--- src/rtl/opacc_seq_ctrl_if.sv ---
// Command, operand, datapath and read-out bundle for the opacc sequencer.
interface opacc_seq_ctrl_if #(
  parameter int DW   = 512,
  parameter int ROWS = 16
);
  localparam int RW = $clog2(ROWS);

  logic          cmd_valid;
  logic          cmd_ready;
  logic [RW-1:0] cmd_rows_m1;
  logic [1:0]    cmd_eew;
  logic          cmd_signed;
  logic          cmd_clear;
  logic          cmd_drain;

  logic          opnd_valid;
  logic          opnd_ready;
  logic [DW-1:0] opnd_data;

  logic [DW-1:0] sized_src1_0a;
  logic [DW-1:0] sized_src2_0a;
  logic          mulen_0a;
  logic          issgn_a;
  logic          issgn_b;
  logic [1:0]    eew_0a;
  logic          acc_clr_0a;
  logic [RW-1:0] row_idx_0a;

  logic          rd_valid;
  logic          rd_ready;
  logic [RW-1:0] rd_row;

  logic          done;
  logic          err;

  modport master (
    output cmd_valid, cmd_rows_m1, cmd_eew, cmd_signed,
    output cmd_clear, cmd_drain, opnd_valid, opnd_data,
    output rd_ready,
    input  cmd_ready, opnd_ready, sized_src1_0a, sized_src2_0a,
    input  mulen_0a, issgn_a, issgn_b, eew_0a, acc_clr_0a,
    input  row_idx_0a, rd_valid, rd_row, done, err
  );

  modport slave (
    input  cmd_valid, cmd_rows_m1, cmd_eew, cmd_signed,
    input  cmd_clear, cmd_drain, opnd_valid, opnd_data,
    input  rd_ready,
    output cmd_ready, opnd_ready, sized_src1_0a, sized_src2_0a,
    output mulen_0a, issgn_a, issgn_b, eew_0a, acc_clr_0a,
    output row_idx_0a, rd_valid, rd_row, done, err
  );
endinterface

--- src/rtl/opacc_seq_ctrl.sv ---
// Outer-product accumulator sequencer: B beat, N A-row beats, flush, drain.
// OPACC_SEQ_PERF_EN adds saturating mulen/stall performance counters.
module opacc_seq_ctrl #(
  parameter int DW   = 512,
  parameter int ROWS = 16,
  parameter int PIPE = 3
) (
  input  logic clk,
  input  logic reset_n,
  opacc_seq_ctrl_if.slave bus
`ifdef OPACC_SEQ_PERF_EN
  ,
  output logic [31:0] perf_mac_cnt,
  output logic [31:0] perf_stall_cnt
`endif
);
  localparam int RW = $clog2(ROWS);
  localparam int FW = $clog2(PIPE + 1);

  typedef enum logic [2:0] {
    IDLE, LDB, MAC, FLUSH, DRAIN
  } state_e;

  state_e        state_q;
  logic          cmd_ready_q;
  logic          opnd_ready_q;
  logic [DW-1:0] src1_q;
  logic [DW-1:0] src2_q;
  logic          mulen_q;
  logic          issgn_q;
  logic [1:0]    eew_q;
  logic          acc_clr_q;
  logic [RW-1:0] row_idx_q;
  logic          rd_valid_q;
  logic [RW-1:0] rd_row_q;
  logic          done_q;
  logic          err_q;
  logic [RW-1:0] cnt_q;
  logic [FW-1:0] flush_q;
  logic [RW-1:0] rows_q;
  logic          clear_q;
  logic          drain_q;

  logic cmd_hs_d;
  logic beat_d;
  logic rd_hs_d;

  assign cmd_hs_d = bus.cmd_valid & cmd_ready_q;
  assign beat_d   = bus.opnd_valid & opnd_ready_q;
  assign rd_hs_d  = rd_valid_q & bus.rd_ready;

  always_ff @(posedge clk or negedge reset_n) begin
    if (!reset_n) begin
      state_q      <= IDLE;
      cmd_ready_q  <= 1'b1;
      opnd_ready_q <= 1'b0;
      src1_q       <= '0;
      src2_q       <= '0;
      mulen_q      <= 1'b0;
      issgn_q      <= 1'b0;
      eew_q        <= '0;
      acc_clr_q    <= 1'b0;
      row_idx_q    <= '0;
      rd_valid_q   <= 1'b0;
      rd_row_q     <= '0;
      done_q       <= 1'b0;
      err_q        <= 1'b0;
      cnt_q        <= '0;
      flush_q      <= '0;
      rows_q       <= '0;
      clear_q      <= 1'b0;
      drain_q      <= 1'b0;
    end else begin
      mulen_q <= 1'b0;
      done_q  <= 1'b0;
      err_q   <= 1'b0;
      unique case (state_q)
        IDLE: begin
          if (cmd_hs_d) begin
            if (bus.cmd_eew == 2'd3) begin
              err_q <= 1'b1;
            end else begin
              rows_q       <= bus.cmd_rows_m1;
              clear_q      <= bus.cmd_clear;
              drain_q      <= bus.cmd_drain;
              issgn_q      <= bus.cmd_signed;
              eew_q        <= bus.cmd_eew;
              cmd_ready_q  <= 1'b0;
              opnd_ready_q <= 1'b1;
              state_q      <= LDB;
            end
          end
        end
        LDB: begin
          if (beat_d) begin
            src2_q  <= bus.opnd_data;
            cnt_q   <= '0;
            state_q <= MAC;
          end
        end
        MAC: begin
          if (beat_d) begin
            src1_q    <= bus.opnd_data;
            mulen_q   <= 1'b1;
            row_idx_q <= cnt_q;
            acc_clr_q <= clear_q;
            cnt_q     <= cnt_q + RW'(1);
            if (cnt_q == rows_q) begin
              opnd_ready_q <= 1'b0;
              flush_q      <= FW'(PIPE);
              state_q      <= FLUSH;
            end
          end
        end
        FLUSH: begin
          // last mulen needs PIPE cycles to land in the accumulator
          if (flush_q == '0) begin
            if (drain_q) begin
              rd_valid_q <= 1'b1;
              rd_row_q   <= '0;
              state_q    <= DRAIN;
            end else begin
              done_q      <= 1'b1;
              cmd_ready_q <= 1'b1;
              state_q     <= IDLE;
            end
          end else begin
            flush_q <= flush_q - FW'(1);
          end
        end
        DRAIN: begin
          if (rd_hs_d) begin
            if (rd_row_q == rows_q) begin
              rd_valid_q  <= 1'b0;
              done_q      <= 1'b1;
              cmd_ready_q <= 1'b1;
              state_q     <= IDLE;
            end else begin
              rd_row_q <= rd_row_q + RW'(1);
            end
          end
        end
        default: state_q <= IDLE;
      endcase
    end
  end

`ifdef OPACC_SEQ_PERF_EN
  logic [31:0] mac_cnt_q;
  logic [31:0] stall_cnt_q;
  logic        stall_d;

  assign stall_d = ((state_q == LDB) | (state_q == MAC)) & ~bus.opnd_valid;

  always_ff @(posedge clk or negedge reset_n) begin
    if (!reset_n) begin
      mac_cnt_q   <= '0;
      stall_cnt_q <= '0;
    end else begin
      if (mulen_q && (mac_cnt_q != '1))
        mac_cnt_q <= mac_cnt_q + 32'd1;
      if (stall_d && (stall_cnt_q != '1))
        stall_cnt_q <= stall_cnt_q + 32'd1;
    end
  end

  assign perf_mac_cnt   = mac_cnt_q;
  assign perf_stall_cnt = stall_cnt_q;
`endif

  assign bus.cmd_ready     = cmd_ready_q;
  assign bus.opnd_ready    = opnd_ready_q;
  assign bus.sized_src1_0a = src1_q;
  assign bus.sized_src2_0a = src2_q;
  assign bus.mulen_0a      = mulen_q;
  assign bus.issgn_a       = issgn_q;
  assign bus.issgn_b       = issgn_q;
  assign bus.eew_0a        = eew_q;
  assign bus.acc_clr_0a    = acc_clr_q;
  assign bus.row_idx_0a    = row_idx_q;
  assign bus.rd_valid      = rd_valid_q;
  assign bus.rd_row        = rd_row_q;
  assign bus.done          = done_q;
  assign bus.err           = err_q;
endmodule

--- src/flat_wrapper.sv ---
// flat-port wrapper written by rule: the top's interface ports become plain ports
module opacc_seq_ctrl_flat 
#(
  parameter int DW   = 512,
  parameter int ROWS = 16,
  parameter int PIPE = 3
)
  (clk, reset_n, bus_cmd_valid, bus_cmd_rows_m1, bus_cmd_eew, bus_cmd_signed, bus_cmd_clear, bus_cmd_drain, bus_opnd_valid, bus_opnd_data, bus_rd_ready, bus_cmd_ready, bus_opnd_ready, bus_sized_src1_0a, bus_sized_src2_0a, bus_mulen_0a, bus_issgn_a, bus_issgn_b, bus_eew_0a, bus_acc_clr_0a, bus_row_idx_0a, bus_rd_valid, bus_rd_row, bus_done, bus_err);
  opacc_seq_ctrl_if #(.DW(DW), .ROWS(ROWS)) bus_i ();
  input  logic clk;
  input  logic reset_n;
  input wire logic [$bits(bus_i.cmd_valid)-1:0] bus_cmd_valid;
  input wire logic [$bits(bus_i.cmd_rows_m1)-1:0] bus_cmd_rows_m1;
  input wire logic [$bits(bus_i.cmd_eew)-1:0] bus_cmd_eew;
  input wire logic [$bits(bus_i.cmd_signed)-1:0] bus_cmd_signed;
  input wire logic [$bits(bus_i.cmd_clear)-1:0] bus_cmd_clear;
  input wire logic [$bits(bus_i.cmd_drain)-1:0] bus_cmd_drain;
  input wire logic [$bits(bus_i.opnd_valid)-1:0] bus_opnd_valid;
  input wire logic [$bits(bus_i.opnd_data)-1:0] bus_opnd_data;
  input wire logic [$bits(bus_i.rd_ready)-1:0] bus_rd_ready;
  output wire logic [$bits(bus_i.cmd_ready)-1:0] bus_cmd_ready;
  output wire logic [$bits(bus_i.opnd_ready)-1:0] bus_opnd_ready;
  output wire logic [$bits(bus_i.sized_src1_0a)-1:0] bus_sized_src1_0a;
  output wire logic [$bits(bus_i.sized_src2_0a)-1:0] bus_sized_src2_0a;
  output wire logic [$bits(bus_i.mulen_0a)-1:0] bus_mulen_0a;
  output wire logic [$bits(bus_i.issgn_a)-1:0] bus_issgn_a;
  output wire logic [$bits(bus_i.issgn_b)-1:0] bus_issgn_b;
  output wire logic [$bits(bus_i.eew_0a)-1:0] bus_eew_0a;
  output wire logic [$bits(bus_i.acc_clr_0a)-1:0] bus_acc_clr_0a;
  output wire logic [$bits(bus_i.row_idx_0a)-1:0] bus_row_idx_0a;
  output wire logic [$bits(bus_i.rd_valid)-1:0] bus_rd_valid;
  output wire logic [$bits(bus_i.rd_row)-1:0] bus_rd_row;
  output wire logic [$bits(bus_i.done)-1:0] bus_done;
  output wire logic [$bits(bus_i.err)-1:0] bus_err;
  assign bus_i.cmd_valid = bus_cmd_valid;
  assign bus_i.cmd_rows_m1 = bus_cmd_rows_m1;
  assign bus_i.cmd_eew = bus_cmd_eew;
  assign bus_i.cmd_signed = bus_cmd_signed;
  assign bus_i.cmd_clear = bus_cmd_clear;
  assign bus_i.cmd_drain = bus_cmd_drain;
  assign bus_i.opnd_valid = bus_opnd_valid;
  assign bus_i.opnd_data = bus_opnd_data;
  assign bus_i.rd_ready = bus_rd_ready;
  assign bus_cmd_ready = bus_i.cmd_ready;
  assign bus_opnd_ready = bus_i.opnd_ready;
  assign bus_sized_src1_0a = bus_i.sized_src1_0a;
  assign bus_sized_src2_0a = bus_i.sized_src2_0a;
  assign bus_mulen_0a = bus_i.mulen_0a;
  assign bus_issgn_a = bus_i.issgn_a;
  assign bus_issgn_b = bus_i.issgn_b;
  assign bus_eew_0a = bus_i.eew_0a;
  assign bus_acc_clr_0a = bus_i.acc_clr_0a;
  assign bus_row_idx_0a = bus_i.row_idx_0a;
  assign bus_rd_valid = bus_i.rd_valid;
  assign bus_rd_row = bus_i.rd_row;
  assign bus_done = bus_i.done;
  assign bus_err = bus_i.err;
  opacc_seq_ctrl #(.DW(DW), .ROWS(ROWS), .PIPE(PIPE)) u_core (.clk(clk), .reset_n(reset_n), .bus(bus_i));
endmodule
--- config.mk ---
export PLATFORM = sky130hd
export DESIGN_NAME = opacc_seq_ctrl_flat
export DESIGN_NICKNAME = d
export VERILOG_FILES = /design/src/rtl/opacc_seq_ctrl_if.sv /design/src/rtl/opacc_seq_ctrl.sv /design/src/flat_wrapper.sv
export SDC_FILE = /design/constraint.sdc
export NUM_CORES = 2
export LEC_CHECK = 0
export CAP_MARGIN = 20
export CORE_AREA = 2 2 615 617
export DETAILED_ROUTE_END_ITERATION = 10
export DIE_AREA = 0 0 617 619
export GPL_ROUTABILITY_DRIVEN = 0
export MAX_ROUTING_LAYER = met4
export PLACE_DENSITY = 0.33
export REMOVE_ABC_BUFFERS = 1
export SYNTH_ARGS = -nofsm -noshare
export SYNTH_HDL_FRONTEND = slang
export SYNTH_SLANG_ARGS = --single-unit
--- constraint.sdc ---
create_clock -name clk -period 3.8 [get_ports clk]
set_clock_uncertainty 0.2 [all_clocks]
set_input_delay 1.14 -clock clk [delete_from_list [all_inputs] [get_ports clk]]
set_output_delay 1.14 -clock clk [all_outputs]
set_load 0.1 [all_outputs]
==> out/qor.yml <==
pwr:
  p_leak_nw: 33.1
  p_per_area_nw_per_um2: 414
  ir_drop_uv: 268
synth:
  synth.ff_latch_count: 1057
  ys_types: 43
  yosys.area_share.simple: 0.151
  synth-adder-area-share: 0.000936
  synth_seq_area_share: 0.660
  yosys.area.top_type: "dfrtp_1"
  netlist.area_leader.share: 0.659
  netlist_instances: 3399
  synthMuxAreaShare: 0.147
  synthArstFlopShare: 1.00
  synth_top_family_by_area: "simple AND/OR/NAND/NOR gates"
  synth_xor_area_frac: 0.00218
  netlist_area_um2: 40100
  synth_edf_count: 0
  synthTopCellsByArea: "dfrtp_1, mux2_2, nand2_1"
  yosysWarningCount: 0
  synth-compound-area-share: 0.00446
  avgSynthCellArea_um2: 11.8
  synth_ff_type: "dfrtp_1"
critical_path:
  reg2reg_from: "u_core.state_q[2]"
  crit_fanout: 2
  start_kind: "flop"
  reg2reg_depth: 6
  cpMaxStageDelayCell: "buf_2"
  path_buf_inv: 1
  critPathArrivalTime_ns: 2.01
  cp_slowest_stage_delay_ns: 0.66
  end_kind: "primary output"
  r2r_slack_ns: 1.34
  crit_end: "bus_sized_src2_0a[198]"
  r2r_end: "u_core.bus.sized_src1_0a[171]"
  crit_cells: 1
  startpoint: "u_core.bus.sized_src2_0a[198]"
  crit_chain: "buf_2"
  crit_family: "buffers and inverters"
  worst-setup-path-type: "reg -> out"
  crit_required_ns: 2.46
cells_and_area:
  fillers: 41800
  layout_common_cells: "nand2_1, buf_4, dfrtp_1"
  mostFrequentLayoutCell: "nand2_1"
  final_layout_size_suffix_gt1_frac: 0.372
  nets: 5588
  area_delta_synth_final_pct: 61.0
  fin_util: 0.172
  fin_area_um2: 64600
routing:
  vias_per_cell: 3.11
  drc: 0
  post_drt_wl_per_cell_um: 25.6
  drtPass1Iterations: 5
  drt_iter0_markers: 1725
  vias: 31600
  antenna_left: 0
  routed_wl_mm: 260
global_routing:
  grt_max_degree: 105
  antenna_found_initial: 44
  track_usage: 0.135
  grt_remaining_overflow: 0
  grt_pass1_wl_mm: 337
  grt_pass1_vias: 33400
timing:
  finalSetupViolCount: 0
  fin_crit_sh: 0.880
  fmax_mhz: 299
  period_needed_ns: 3.35
  worst_slew_pin_slew_ns: 1.03
  rsz0062_at_grt: "false"
  maxSlewViolCount: 0
  layout_setup_ws_ns: 0.455
  slew_headroom: 0.314
  fin_setup_tns_ns: 0
  hold_viol: 0
floorplan:
  die_w_um: 617
  die_y_um: 619
  core_area_um2: 375000
  row_count: 225
  ios: 1569
  die_area_um2: 382000
  initial_core_util: 0.107
clocking:
  hold_buffers: 0
  cts_setup_buffers: 0
  cts.clk_slew.worst_paths_ns: 0.06
  cts-resized-gates: 0
  insertion_delay_ns: 0.82
  numCtsBuffers: 151
  clk_path_buf_depth: 4
  cts_tree: "done"
  cts.sinks: 1057
  ctsRootBufferMaster: "clkbuf_16"
  htreeDepth: 4
placement:
  pre_cts_ws_ns: 0.0804
  place_hpwl_mm: 214
  io_buffer_count: 1568
  placed_area_um2: 59600
job:
  cap_violations: 0
worst_hold_path:
  hold_path.class: "in -> async"
status:
  status: "completed"
[area by class of cell]
class	instances	area (um2)	share of cell area
sequential	1057	26500	0.410
timing repair buffer	1685	14600	0.226
multi-input combinational	2157	12300	0.190
tap	4994	6250	0.0968
clock buffer	211	4350	0.0674
clock inverter	50	568	0.00880
inverter	7	52.6	0.000814
antenna	16	40.0	0.000620
[worst min-delay path by stage]
stage	cells after the start	to	start	slack, ns
detailed placement	2	u_core.bus.acc_clr_0a	u_core.clear_q	0.26
finish	1	u_core.bus.sized_src2_0a[45]	reset_n	0.16
global placement	2	u_core.bus.acc_clr_0a	u_core.clear_q	0.25
global route	1	u_core.bus.sized_src2_0a[440]	reset_n	0.14
CTS	1	u_core.bus.sized_src1_0a[131]	reset_n	0.10
floorplan	2	u_core.bus.acc_clr_0a	u_core.clear_q	0.23
[synth_stat cells, types with 2 or more instances]
library cell  number
buf_4             49
mux2i_1            2
nand2b_1           3
mux2_2           521
nand2_1         1563
a21oi_1            5
xor2_1             6
a2bb2oi_1          2
o21ai_0            6
a22o_1             2
nor3_1             2
nand3_1            7
dfrtp_1         1056
buf_2             64
inv_1              6
a31oi_1            2
nor2_1             9
xnor2_1            4
clkbuf_1          10
ha_1               3
buf_6             55
[report_power, final]
group	switching (mW)	internal, mW	total (mW)
clock	5.87	8.49	14.4
combinational	0.574	0.553	1.13
sequential	0	11.3	11.3
total	6.45	20.3	26.8
[state kept, by name, indices dropped and copies added (netlist names), 2 cells and up]
name	count
u_core.state_q	3
u_core.bus.rd_row	4
u_core.bus.sized_src1_0a	512
u_core.rows_q	4
u_core.flush_q	2
u_core.bus.sized_src2_0a	512
u_core.bus.eew_0a	2
u_core.bus.row_idx_0a	4
u_core.cnt_q	4
[per-layer routing]
layer,global-route usage,vias to the layer above,share of wire
met4,0.0270,0,0.019
met2,0.226,1070,0.49
li1,-,14200,-
met1,0.144,16100,0.38
met5,-,-,0
met3,0.0667,245,0.11
[cells by family (layout without fill, tap and decap cells)]
group,Yosys count,count (layout)
multiplexers,523,523
XOR/XNOR,10,10
adder cells (fa/ha/maj),3,3
buffers and inverters,185,1953
flip-flops,1057,1057
AND/OR/NAND/NOR,1595,1595
AO/OA/AOI/OAI,26,26
other,0,16
[through the flow]
step	power (mW)	hold WS [ns]	std cells
final	26.8	0.159	10200
after detailed placement	12.6	0.259	9900
after global routing	27.9	0.143	10200
after global placement	12.6	0.247	9900
after floorplan	11.5	0.233	3221
after CTS	27.4	0.101	10200
No activity file was read; power rests on OpenSTA's default activity.
